===== config.mk =====
export PLATFORM = sky130hd
export DESIGN_NAME = valid_serializer
export DESIGN_NICKNAME = d
export VERILOG_FILES = /design/src/rtl/valid_serializer.sv
export SDC_FILE = /design/constraint.sdc
export NUM_CORES = 1
export LEC_CHECK = 0
export CORE_MARGIN = 4
export CORE_UTILIZATION = 44
export CTS_CLUSTER_SIZE = 16
export DETAILED_ROUTE_END_ITERATION = 7
export GPL_TIMING_DRIVEN = 0
export PLACE_DENSITY = 0.85
export SYNTH_ARGS = -nofsm -noshare
export SYNTH_HDL_FRONTEND = slang
export SYNTH_SLANG_ARGS = --single-unit

===== constraint.sdc =====
create_clock -name clk_i -period 1.94 [get_ports clk_i]
set_clock_uncertainty 0.1 [all_clocks]
set_input_delay 0.291 -clock clk_i [delete_from_list [all_inputs] [get_ports clk_i]]
set_output_delay 0.291 -clock clk_i [all_outputs]
set_load 0.1 [all_outputs]

===== src/rtl/valid_serializer.sv =====
// Wide-to-narrow valid/ready serializer: one word of width*ratio bits leaves as ratio beats of width bits.
// Optional macro VALID_SERIALIZER_MSB_FIRST_EN emits the most significant slice first; default is LSB first.
module valid_serializer #(
    parameter int width = 4,
    parameter int ratio = 4
) (
    input  logic                     clk_i,
    input  logic                     rst_ni,
    input  logic                     valid_up_i,
    input  logic [width*ratio-1:0]   data_up_i,
    output logic                     ready_up_o,
    output logic                     valid_down_o,
    output logic [width-1:0]         data_down_o,
    input  logic                     ready_down_i
);

    // state | meaning
    // IDLE  | no beat offered, valid_down low, any wide word is accepted
    // BUSY  | beat cnt_q of buf_q offered, valid_down high

    localparam int CW = (ratio > 1) ? $clog2(ratio) : 1;
    localparam logic [CW-1:0] LAST = CW'(ratio - 1);

    typedef enum logic {
        IDLE = 1'b0,
        BUSY = 1'b1
    } state_t;

    state_t                   state_q, state_d;
    logic [width*ratio-1:0]   buf_q, buf_d;
    logic [CW-1:0]            cnt_q, cnt_d;
    logic [CW-1:0]            sel;
    logic                     last;
    logic                     busy;
    logic                     up_hs;
    logic                     dn_hs;

    assign busy  = (state_q == BUSY);
    assign last  = (cnt_q == LAST);
    assign up_hs = valid_up_i && ready_up_o;
    assign dn_hs = busy && ready_down_i;

    // Only the last beat's acceptance opens the upstream side, which gives a bubble-free reload.
    assign ready_up_o   = !busy || (ready_down_i && last);
    assign valid_down_o = busy;

`ifdef VALID_SERIALIZER_MSB_FIRST_EN
    assign sel = LAST - cnt_q;
`else
    assign sel = cnt_q;
`endif

    assign data_down_o = buf_q[int'(sel) * width +: width];

    always_comb begin
        state_d = state_q;
        buf_d   = buf_q;
        cnt_d   = cnt_q;
        if (up_hs) begin
            buf_d   = data_up_i;
            cnt_d   = '0;
            state_d = BUSY;
        end else if (dn_hs && last) begin
            cnt_d   = '0;
            state_d = IDLE;
        end else if (dn_hs) begin
            cnt_d   = cnt_q + 1'b1;
        end
    end

    always_ff @(posedge clk_i or negedge rst_ni) begin
        if (!rst_ni) begin
            state_q <= IDLE;
            buf_q   <= '0;
            cnt_q   <= '0;
        end else begin
            state_q <= state_d;
            buf_q   <= buf_d;
            cnt_q   <= cnt_d;
        end
    end

endmodule


# Word level (Yosys, flattened, before mapping)
# Cells that the tools add are included.
[totals]
register_bits = 19
in_bits = 20
output_inout_bits = 6
word_cells = 19
[op_classes]
shifts = 1
n_reduce_logical = 8
n_addsub = 1
n_mux = 5
n_eq_ne = 1
[ops]
columns = ["op", "n"]
rows = [
  ["$shiftx A16 B5 Y4", 1],
  ["$mux W2", 3],
  ["$logic_and A1 B1 Y1", 4],
  ["$reduce_bool A3 Y1", 1],
  ["$add A2 B1 Y2 const B", 1],
  ["$eq A2 B2 Y1 const B", 1],
  ["$mux W1", 2],
  ["$reduce_bool A2 Y1", 1],
  ["$logic_not A1 Y1", 1],
  ["$logic_or A1 B1 Y1", 1],
]

# Logic depth before layout (Yosys ltp)
# Gate-level depths: netlist of the first run.
[depth]
word_depth = 5
depth_mapped = 5
ltp_nobuf = 3

# Worst setup path after synthesis of the first run
# OpenSTA, ideal clock, no wires.
[synth_path]
path_kind = "flip-flop to output port"
start = "register state_q (netlist: valid_down_o)"
end = "output ready_up_o"
arrival_time_ns = 1.992
setup_slack_ns = -0.443
stages_incl_launch_ff = 4
path_cell_list = "dfrtp_1 -> a21boi_2 -> buf_6 -> inv_1"
[synth_via]
elab_chain_len = 2
[synth_rtl]
columns = ["item", "line", "source"]
rows = [
  ["start, declared", "29", "state_t state_q, state_d;"],
  ["start signal, assigned", "77", "state_q <= state_d;"],
  ["$logic_not A1 Y1", "44", "assign ready_up_o = !busy || (ready_down_i && last);"],
  ["$logic_or A1 B1 Y1", "44", ""],
  ["end, declared", "11", "output logic ready_up_o,"],
]
# Every way passes these cells.

# Worst setup path in the final report of the first run
[layout_path]
start = "register cnt_q[0]"
end = "output data_down_o[1]"
[layout_via]
elab_chain_len = 1
[layout_rtl]
columns = ["item", "line", "source"]
rows = [
  ["start, declared", "31", "logic [CW-1:0] cnt_q, cnt_d;"],
  ["start signal, assigned", "79", "cnt_q <= cnt_d;"],
  ["$shiftx A16 B5 Y4", "53", "assign data_down_o = buf_q[int'(sel) * width +: width];"],
  ["end, declared", "13", "output logic [width-1:0] data_down_o,"],
]
# Every way passes these cells.

==> flow_results.org, run 1 <==
** Run status
- Run status :: finished, violations left
- Failing checks :: setup timing

** Clock network
- Clock network latency to the later pin of the worst-skew pair :: approximately 0.30 ns
- Quantity of hold-fixing buffers added after cts :: 0
- In this run the clock root is driven by a sky130_fd_sc_hd__clkbuf_4.
- Worst-case clock buffer depth :: 2
- For this design, the sink count on the clock tree is 19.
- Count of H-tree levels built during CTS :: 1
- Clock tree from TritonCTS :: yes
- CTS clk-pin slew, worst paths :: 0.11 ns
- CTS Buf Count :: 3

** Detailed routing
- Number of vias after detailed routing :: 819
- Summed over all layers, the routed wires come to approximately 2200 um.
- Remaining DRCs :: 0
- Detail Route Antenna Nets :: 0
- Total iterations of the first detailed-routing run :: 4
- Average detailed-routed wire length per instance :: 14.6 um
- In this run, the number of DRC markers left after iteration 0 of detailed routing was 32.
- Via density :: between 5 and 6

** Logic synthesis
- Of the synthesized area, sequential elements account for around 45%.
- After synthesis, the largest area contributor takes up a little under half of total cell area.
- Number of storage elements in the synthesis netlist :: 19
- Of all cell types, the one taking the most synthesized area is sky130_fd_sc_hd__dfrtp_1.
- Syn Std Cell Area :: 1050 um2
- In this run the mean area of a mapped cell was about 12 um2.
- Area contributors post-synth :: sky130_fd_sc_hd__dfrtp_1 (45%), sky130_fd_sc_hd__o32ai_2 (15%), sky130_fd_sc_hd__mux4_2 (8.6%), sky130_fd_sc_hd__inv_1 (6.1%), sky130_fd_sc_hd__nand2_1 (6.1%)
- Synthesis produced a netlist whose cell count is 91.
- The Yosys step of the flow raised 0 warnings.
- Net count after synthesis :: between 100 and 150
- Count of distinct cell types in the synthesized netlist :: 21

** Timing
- Across all setup checks in the final design, the least slack found is -0.00609 ns.
- Slew margin rel. :: a little over two fifths
- Endpoints failing hold :: 0
- Of the available clock period, the critical path in the final layout requires 100%.
- RSZ-0062 raised after global routing :: yes
- Static timing analysis puts the maximum clock frequency at slightly above 500 MHz.
- Number of failing setup endpoints in the final timing report :: 2
- For the pin with the worst max-slew slack, the measured transition is 0.847 ns.
- Final max-slew violation count :: 0
- Minimum clock period after layout :: 1.95 ns

** Place
- Buffers placed on the I/O ports in this run total 25.
- Summed over all nets, the half-perimeter wirelength after detailed placement is between 1500 and 2000 um.
- Timing analysis after detailed placement gives a worst setup slack of -0.888 ns.
- Routability Congestion :: ~0.76
- Placed cell count :: 144

** Final layout
- Non-filler instance count after layout :: roughly 150
- End-of-flow core utilization :: 64.8%
- Area delta synth->final :: 37.7%
- Of the cells placed in the final design, the portion with a size suffix greater than 1 is roughly 34%.
- Number of nets in the final layout :: about 150
- The repair_antennas step left the layout with diodes totalling 0.

** Setup path
- By startpoint and endpoint, the worst setup path is classified as flip-flop to primary output.
- The worst setup path is launched from a flip-flop.
- Data on the critical path arrives at its endpoint at ~1.6 ns.
- By instance count, the cell type seen most on the critical path is sky130_fd_sc_hd__buf_6.
- Stage delay of the slowest cell on the critical path :: between 0.5 and 0.6 ns
- Cells along the critical path :: buf_6 -> mux4_2 -> buf_6
- Crit-path max FO :: 6
- STA classifies the critical path endpoint as a primary output.
- On the critical path, the stage with the largest delay is an instance of sky130_fd_sc_hd__mux4_2.
- STA puts the critical path data required time at about 1.6 ns.

** Die
- The floorplan step defined a die boundary enclosing 3230 um2.
- Area of the core :: 2230 um2
- For this configuration, the core starts out at a cell density of between 40% and 50%.
- Overall die width :: 56.9 um
- Row generation in the floorplan step produced 17 rows.
- Die Ht :: ~57 um
- Boundary pin count :: 26

** Global routing
- Antenna violations before repair :: 0
- The via count of the first global-routing pass is 759.
- In the global route stage, overall resource usage came out at about 15%.
- GRT Residual Overflow :: 0
- Maximum number of pins on one net before global-route repair :: 20
- Wire length of the first global-routing pass :: between 3000 and 4000 um

** Power and ir drop
- Total power draw :: about 0.0027 W
- Reported leakage power :: 0.651 nW
- In this run the power density over the cells is roughly 1800 nW/um2.
- IR analysis of the VDD net gives a maximum drop of between 0.001 and 0.0015 V.

** Hold path
- Worst hold path class :: primary input to asynchronous set/reset pin

** Run
- Max-cap violations in this run came to 0.
[power by group]
group          internal, W  leakage [nW]  switching [W]
combinational     0.000718         0.409        0.00105
clock            0.0000803        0.0150       0.000125
sequential        0.000588         0.228      0.0000997
[cell families after synthesis]
| logic type | share of synthesized area (%) |
|---|---|
| muxes | 9.52 |
| AOI/OAI and AO/OA | 23.3 |
| DFF | 45.2 |
| adders and majority gates | 1.19 |
| and+or+nand+nor | 8.93 |
| buffers and inverters | 11.8 |
[path summary, 6_finish.rpt]
| path | slack [ns] | from | end | depth (start not counted) |
|---|---|---|---|---|
| max | -0.006 | cnt_q[0]$_DFFE_PN0P_ | data_down_o[1] | 3 |
| min | 0.36 | rst_ni | buf_q[1]$_DFFE_PN0P_ | 1 |
| max reg2reg | 0.43 | cnt_q[0]$_DFFE_PN0P_ | buf_q[9]$_DFFE_PN0P_ | 5 |
| min reg2reg | 0.45 | buf_q[13]$_DFFE_PN0P_ | buf_q[13]$_DFFE_PN0P_ | 2 |
| max in group asynchronous | 0.77 | rst_ni | valid_down_o$_DFFE_PN0P_ | 1 |
| min in group clk_i | 0.45 | data_up_i[12] | buf_q[12]$_DFFE_PN0P_ | 3 |
[metrics by stage]
| step | cell area, um2 | hold WS, ns | setup TNS (ns) |
|---|---|---|---|
| 6_report | 1450 | 0.359 | -0.0117 |
| 5_1_grt | 1450 | 0.414 | -0.325 |
| 4_1_cts | 1410 | 0.372 | -0.200 |
| 3_5_place_dp | 1350 | 0.431 | -2.93 |
| 3_3_place_gp | 1350 | 0.432 | -2.85 |
| 2_1_floorplan | 1070 | -0.105 | -0.00578 |
[cells in the mapped netlist]
| master | number |
|---|---|
| sky130_fd_sc_hd__dfrtp_1 | 19 |
| sky130_fd_sc_hd__mux4_2 | 4 |
| sky130_fd_sc_hd__clkbuf_2 | 1 |
| sky130_fd_sc_hd__a32o_1 | 1 |
| sky130_fd_sc_hd__and3_1 | 1 |
| sky130_fd_sc_hd__nor2_1 | 1 |
| sky130_fd_sc_hd__buf_6 | 3 |
| sky130_fd_sc_hd__nor2b_1 | 1 |
| sky130_fd_sc_hd__buf_4 | 1 |
| sky130_fd_sc_hd__a22o_1 | 1 |
| sky130_fd_sc_hd__ha_1 | 1 |
| sky130_fd_sc_hd__buf_2 | 2 |
| sky130_fd_sc_hd__or2_2 | 1 |
| sky130_fd_sc_hd__mux2i_1 | 1 |
| sky130_fd_sc_hd__o32ai_2 | 10 |
| sky130_fd_sc_hd__clkbuf_1 | 1 |
| sky130_fd_sc_hd__and3_2 | 1 |
| sky130_fd_sc_hd__o32ai_1 | 6 |
| sky130_fd_sc_hd__nand2_1 | 17 |
| sky130_fd_sc_hd__inv_1 | 17 |
| sky130_fd_sc_hd__a21boi_2 | 1 |
[state kept, by name, indices dropped and copies added (netlist names)]
register and count:
buf_q 16, cnt_q 2, valid_down_o 1
[worst max-delay path, delay by kind of cell, from the launching register on]
family / cells / cell delay, ns
flip-flops: 1 / 0.38
multiplexers: 1 / 0.51
buffers and inverters: 2 / 0.35
[repair_timing]
item,4_1_cts,5_1_grt
setup endpoints to repair,6,5
pin swaps,1,1
gates resized for setup,42,2
setup buffers,2,4
[per-layer routing]
layer / global-route usage, % / share of wire (%) / vias up
met5: 0 / 0 / -
met4: 6.95 / 0.71 / 0
met3: 2.99 / 3.6 / 2
met2: 24.9 / 51 / 18
met1: 19.4 / 45 / 408
li1: - / - / 391
[cell type report]
cell class	instances	area, um2
fillers	187	786
inverters	17	67.6
multi-input cells	47	462
well taps	28	35.0
clock buffers	4	26.3
plain buffers	8	70.1
flip-flops and latches	19	480
repair buffers	31	307
[cell usage in the layout (no fill, tap or decap), drive strengths merged]
master	netlist	final
clkdlybuf4s50	0	19
dfrtp	19	19
nand2	17	17
buf	6	17
inv	17	16
o32ai	16	16
clkbuf	2	6
mux4	4	4
and3	2	2
a21boi	1	1
clkinvlp	0	1
nor2b	1	1
or2	1	1
mux2i	1	1
a22o	1	1
nor2	1	1
a32o	1	1
ha	1	1
clkdlybuf4s15	0	1
Power figures use the tool's default switching activity.
==> run 2: changes to the inputs <==
--- a/config.mk
+++ b/config.mk
@@ -5,12 +5,14 @@
 export SDC_FILE = /design/constraint.sdc
 export NUM_CORES = 1
 export LEC_CHECK = 0
-export CORE_MARGIN = 4
+export CORE_MARGIN = 1.5
 export CORE_UTILIZATION = 44
+export CTS_CLUSTER_DIAMETER = 50
 export CTS_CLUSTER_SIZE = 16
 export DETAILED_ROUTE_END_ITERATION = 7
 export GPL_TIMING_DRIVEN = 0
 export PLACE_DENSITY = 0.85
+export SLEW_MARGIN = 20
 export SYNTH_ARGS = -nofsm -noshare
 export SYNTH_HDL_FRONTEND = slang
 export SYNTH_SLANG_ARGS = --single-unit
==> run 2 against run 1 <==
Against the previous run: the run now ends clean; largest power group unchanged; via count up 0.85%; routed wire length grew 1.6%; clock power is 4% lower; highest routed layer unchanged; global-route usage is 5.1 points higher.
==> flow_results.org, run 2 (synthesis gave the netlist of run 1 again) <==
** Setup path
- Crit-path max FO :: 5 (-1)
- Terminus of the critical flop-to-flop path :: buf_q[10]$_DFFE_PN0P_
- The critical path in this run is classified as flip-flop to primary output.
- The flop-to-flop setup slack is 0.41 ns (-0.02 ns).
- The data required time at the worst endpoint was 1.55 ns (about the same).
- The worst register-to-register path begins at cnt_q[0]$_DFFE_PN0P_.
- Arrival @ worst endpoint :: 1.53 ns (-0.03 ns)
- R2r worst-path depth :: 5 (unchanged)
- The worst setup path is launched from a flip-flop.
- STA classifies the critical path endpoint as a primary output.

** Power and ir drop
- The maximum VDD drop came to 0.00138 V (-2.7%).
- The leakage dissipation was 0.667 nW (+2.4%).
- Total power per unit cell area :: 1850 nW/um2 (+0.44%)

** Clock network
- Quantity of hold-fixing buffers added after cts :: 0 (unchanged)
- Total clock sinks :: 19 (unchanged)
- CTS Buf Count :: 3 (unchanged)
- Clock network latency to the later pin of the worst-skew pair :: 0.28 ns (-0.02 ns)
- The tree is rooted in a sky130_fd_sc_hd__clkbuf_4.
- Count of H-tree levels built during CTS :: 1 (unchanged)
- The clock transition time at the flip-flop clock pins of the worst setup and hold paths was 0.11 ns (about the same).
- TritonCTS built the clock tree.
- The maximum buffer depth of the clock tree is 2 (unchanged).

** Hold path
- Worst hold path class :: primary input to asynchronous set/reset pin

** Final layout
- Non-filler instance count after layout :: 157 (+1.9%)
- Area delta synth->final :: 40.4%
- The flip-flop count of the largest register, all copies and words added was 16 (unchanged).
- Ratio of cells with drive above 1 in the final layout :: 35.7% (+1.5 points)
- In the layout the commonest cells are sky130_fd_sc_hd__clkdlybuf4s50_1 (19), sky130_fd_sc_hd__nand2_1 (17), sky130_fd_sc_hd__dfrtp_1 (17).
- The number of nets in the layout is 151 (+2.0%).
- Register ranked first by flip-flop count :: buf_q
- Most common library cell in the layout ignoring fill and taps :: sky130_fd_sc_hd__clkdlybuf4s50_1
- The number of diodes added for antenna fixing came to 0 (unchanged).
- The number of filler instances in the final layout came to 174 (-7.0%).

** Place
- The pre-CTS setup slack was -0.879 ns (+0.00874 ns).
- The final RePlAce weighted congestion was 0.781 (+3.4%).
- Hpwl dp :: 1640 um (+2.4%)
- The total placed cells including tap cells is 144 (unchanged).
- Port-buffer cells :: 25 (unchanged)

** Detailed routing
- The detailed router used layers up to and including met4.
- Remaining DRCs :: 0 (unchanged)
- Met3 Routed Length :: 80 um (unchanged)
- Iter 0 DRT Violations :: 9 (-72%)
- The via count came to 826 (+0.85%).
- Detail Route Antenna Nets :: 0 (unchanged)
- The detailed-route vias per instance is 5.26 (-1.1%).
- Met2 WL post-DR :: 1200 um (+5.1%)
- The overall routed net length is 2280 um (+1.6%).
- Met1 WL :: 981 um (-2.3%)
- The number of optimization iterations in the first detailed-route pass came to 4 (unchanged).
- Average detailed-routed wire length per instance :: 14.5 um (-0.34%)

** Run status
- The run finished with clean final reports.

** Die
- Area of the core :: 2230 um2 (unchanged)
- Boundary pin count :: 26 (unchanged)
- The vertical extent of the die is 51.9 um (-8.8%).
- Die Footprint :: 2690 um2 (-17%)
- The die boundary width is 51.9 um (-8.8%).
- The initial core utilization came to 47.1% (unchanged).
- The standard-cell row count is 17 (unchanged).

** Timing
- The relative slew slack came to 42.4% (-0.95 points).
- The smallest setup slack after layout came to 0.0158 ns (+0.0219 ns).
- Setup TNS Final :: 0 ns (+0.0117 ns)
- Actual transition at the worst max-transition pin :: 0.861 ns (+0.0143 ns)
- RSZ-0062 raised after global routing :: yes
- The final count of hold timing violations was 0 (unchanged).
- The maximum achievable frequency came to 520 MHz (+1.1%).
- The final worst-path cycle share is 99.2% (-1.1 points).
- The count of final setup violators is 0 (-2).
- Final max-slew violation count :: 0 (unchanged)
- The time the worst path needs with I/O delays and setup was 1.92 ns (-0.0219 ns).

** Run
- Max Cap Violations :: 0 (unchanged)

** Global routing
- GRT Residual Overflow :: 0 (unchanged)
- Antenna violations before repair :: 0 (unchanged)
- Maximum number of pins on one net before global-route repair :: 20 (unchanged)
- GR Util All Layers :: 20.4% (+5.1 points)
- Vias in the first global route :: 875 (+15%)
- Wire length of the first global-routing pass :: 3910 um (+6.0%)
==> run 2: power by group <==
part           total [W]  internal (W)  switching, W
combinational    0.00184      0.000769       0.00107
sequential      0.000692      0.000588      0.000104
clock           0.000197     0.0000797      0.000118
==> run 2: what timing repair did <==
action,4_1_cts,5_1_grt
pin swaps,1,1
setup endpoints to repair,6,5
gates resized for setup,45,0
setup buffers,3,6
==> run 2: area by class of cell <==
cell class	count	area, um2	area share, %
Tap cell	28	35.0	2.37
Clock buffer	4	26.3	1.78
Multi-Input combinational cell	47	462	31.3
Sequential cell	19	480	32.6
Buffer	8	70.1	4.75
Inverter	17	67.6	4.58
Timing Repair Buffer	34	334	22.6
==> run 2: layer usage <==
layer | vias to the layer above | track usage (%)
met1 | 406 | 25.8
met4 | 0 | 6.58
met2 | 21 | 35.0
met5 | - | 0
li1 | 397 | -
met3 | 2 | 3.74
==> run 2: worst max-delay path, stage by stage, from the launching register on <==
cell and delay [ns]:
sky130_fd_sc_hd__dfrtp_1 0.39, sky130_fd_sc_hd__buf_6 0.14, sky130_fd_sc_hd__mux4_2 0.53, sky130_fd_sc_hd__buf_12 0.19
==> run 2: stage by stage <==
step | total power (W) | utilization (%) | area [um2] | hold slack (ns)
6_report | 0.00273 | 66.1 | 1480 | 0.384
5_1_grt | 0.00284 | 66.1 | 1480 | 0.451
4_1_cts | 0.00269 | 64.0 | 1430 | 0.391
3_5_place_dp | 0.00234 | 60.5 | 1350 | 0.438
3_3_place_gp | 0.00229 | 60.5 | 1350 | 0.431
2_1_floorplan | 0.00199 | - | 1070 | -0.105
==> run 2: worst max-delay path by stage <==
stage / endpoint / depth (start not counted) / startpoint / slack, ns
floorplan: ready_up_o / 3 / valid_down_o$_DFFE_PN0P_ / -0.006
global placement: ready_up_o / 5 / ready_down_i / -0.85
detailed placement: ready_up_o / 5 / ready_down_i / -0.88
CTS: ready_up_o / 5 / cnt_q[0]$_DFFE_PN0P_ / -0.03
global route: data_down_o[1] / 3 / cnt_q[0]$_DFFE_PN0P_ / -0.02
finish: data_down_o[1] / 3 / cnt_q[0]$_DFFE_PN0P_ / 0.02
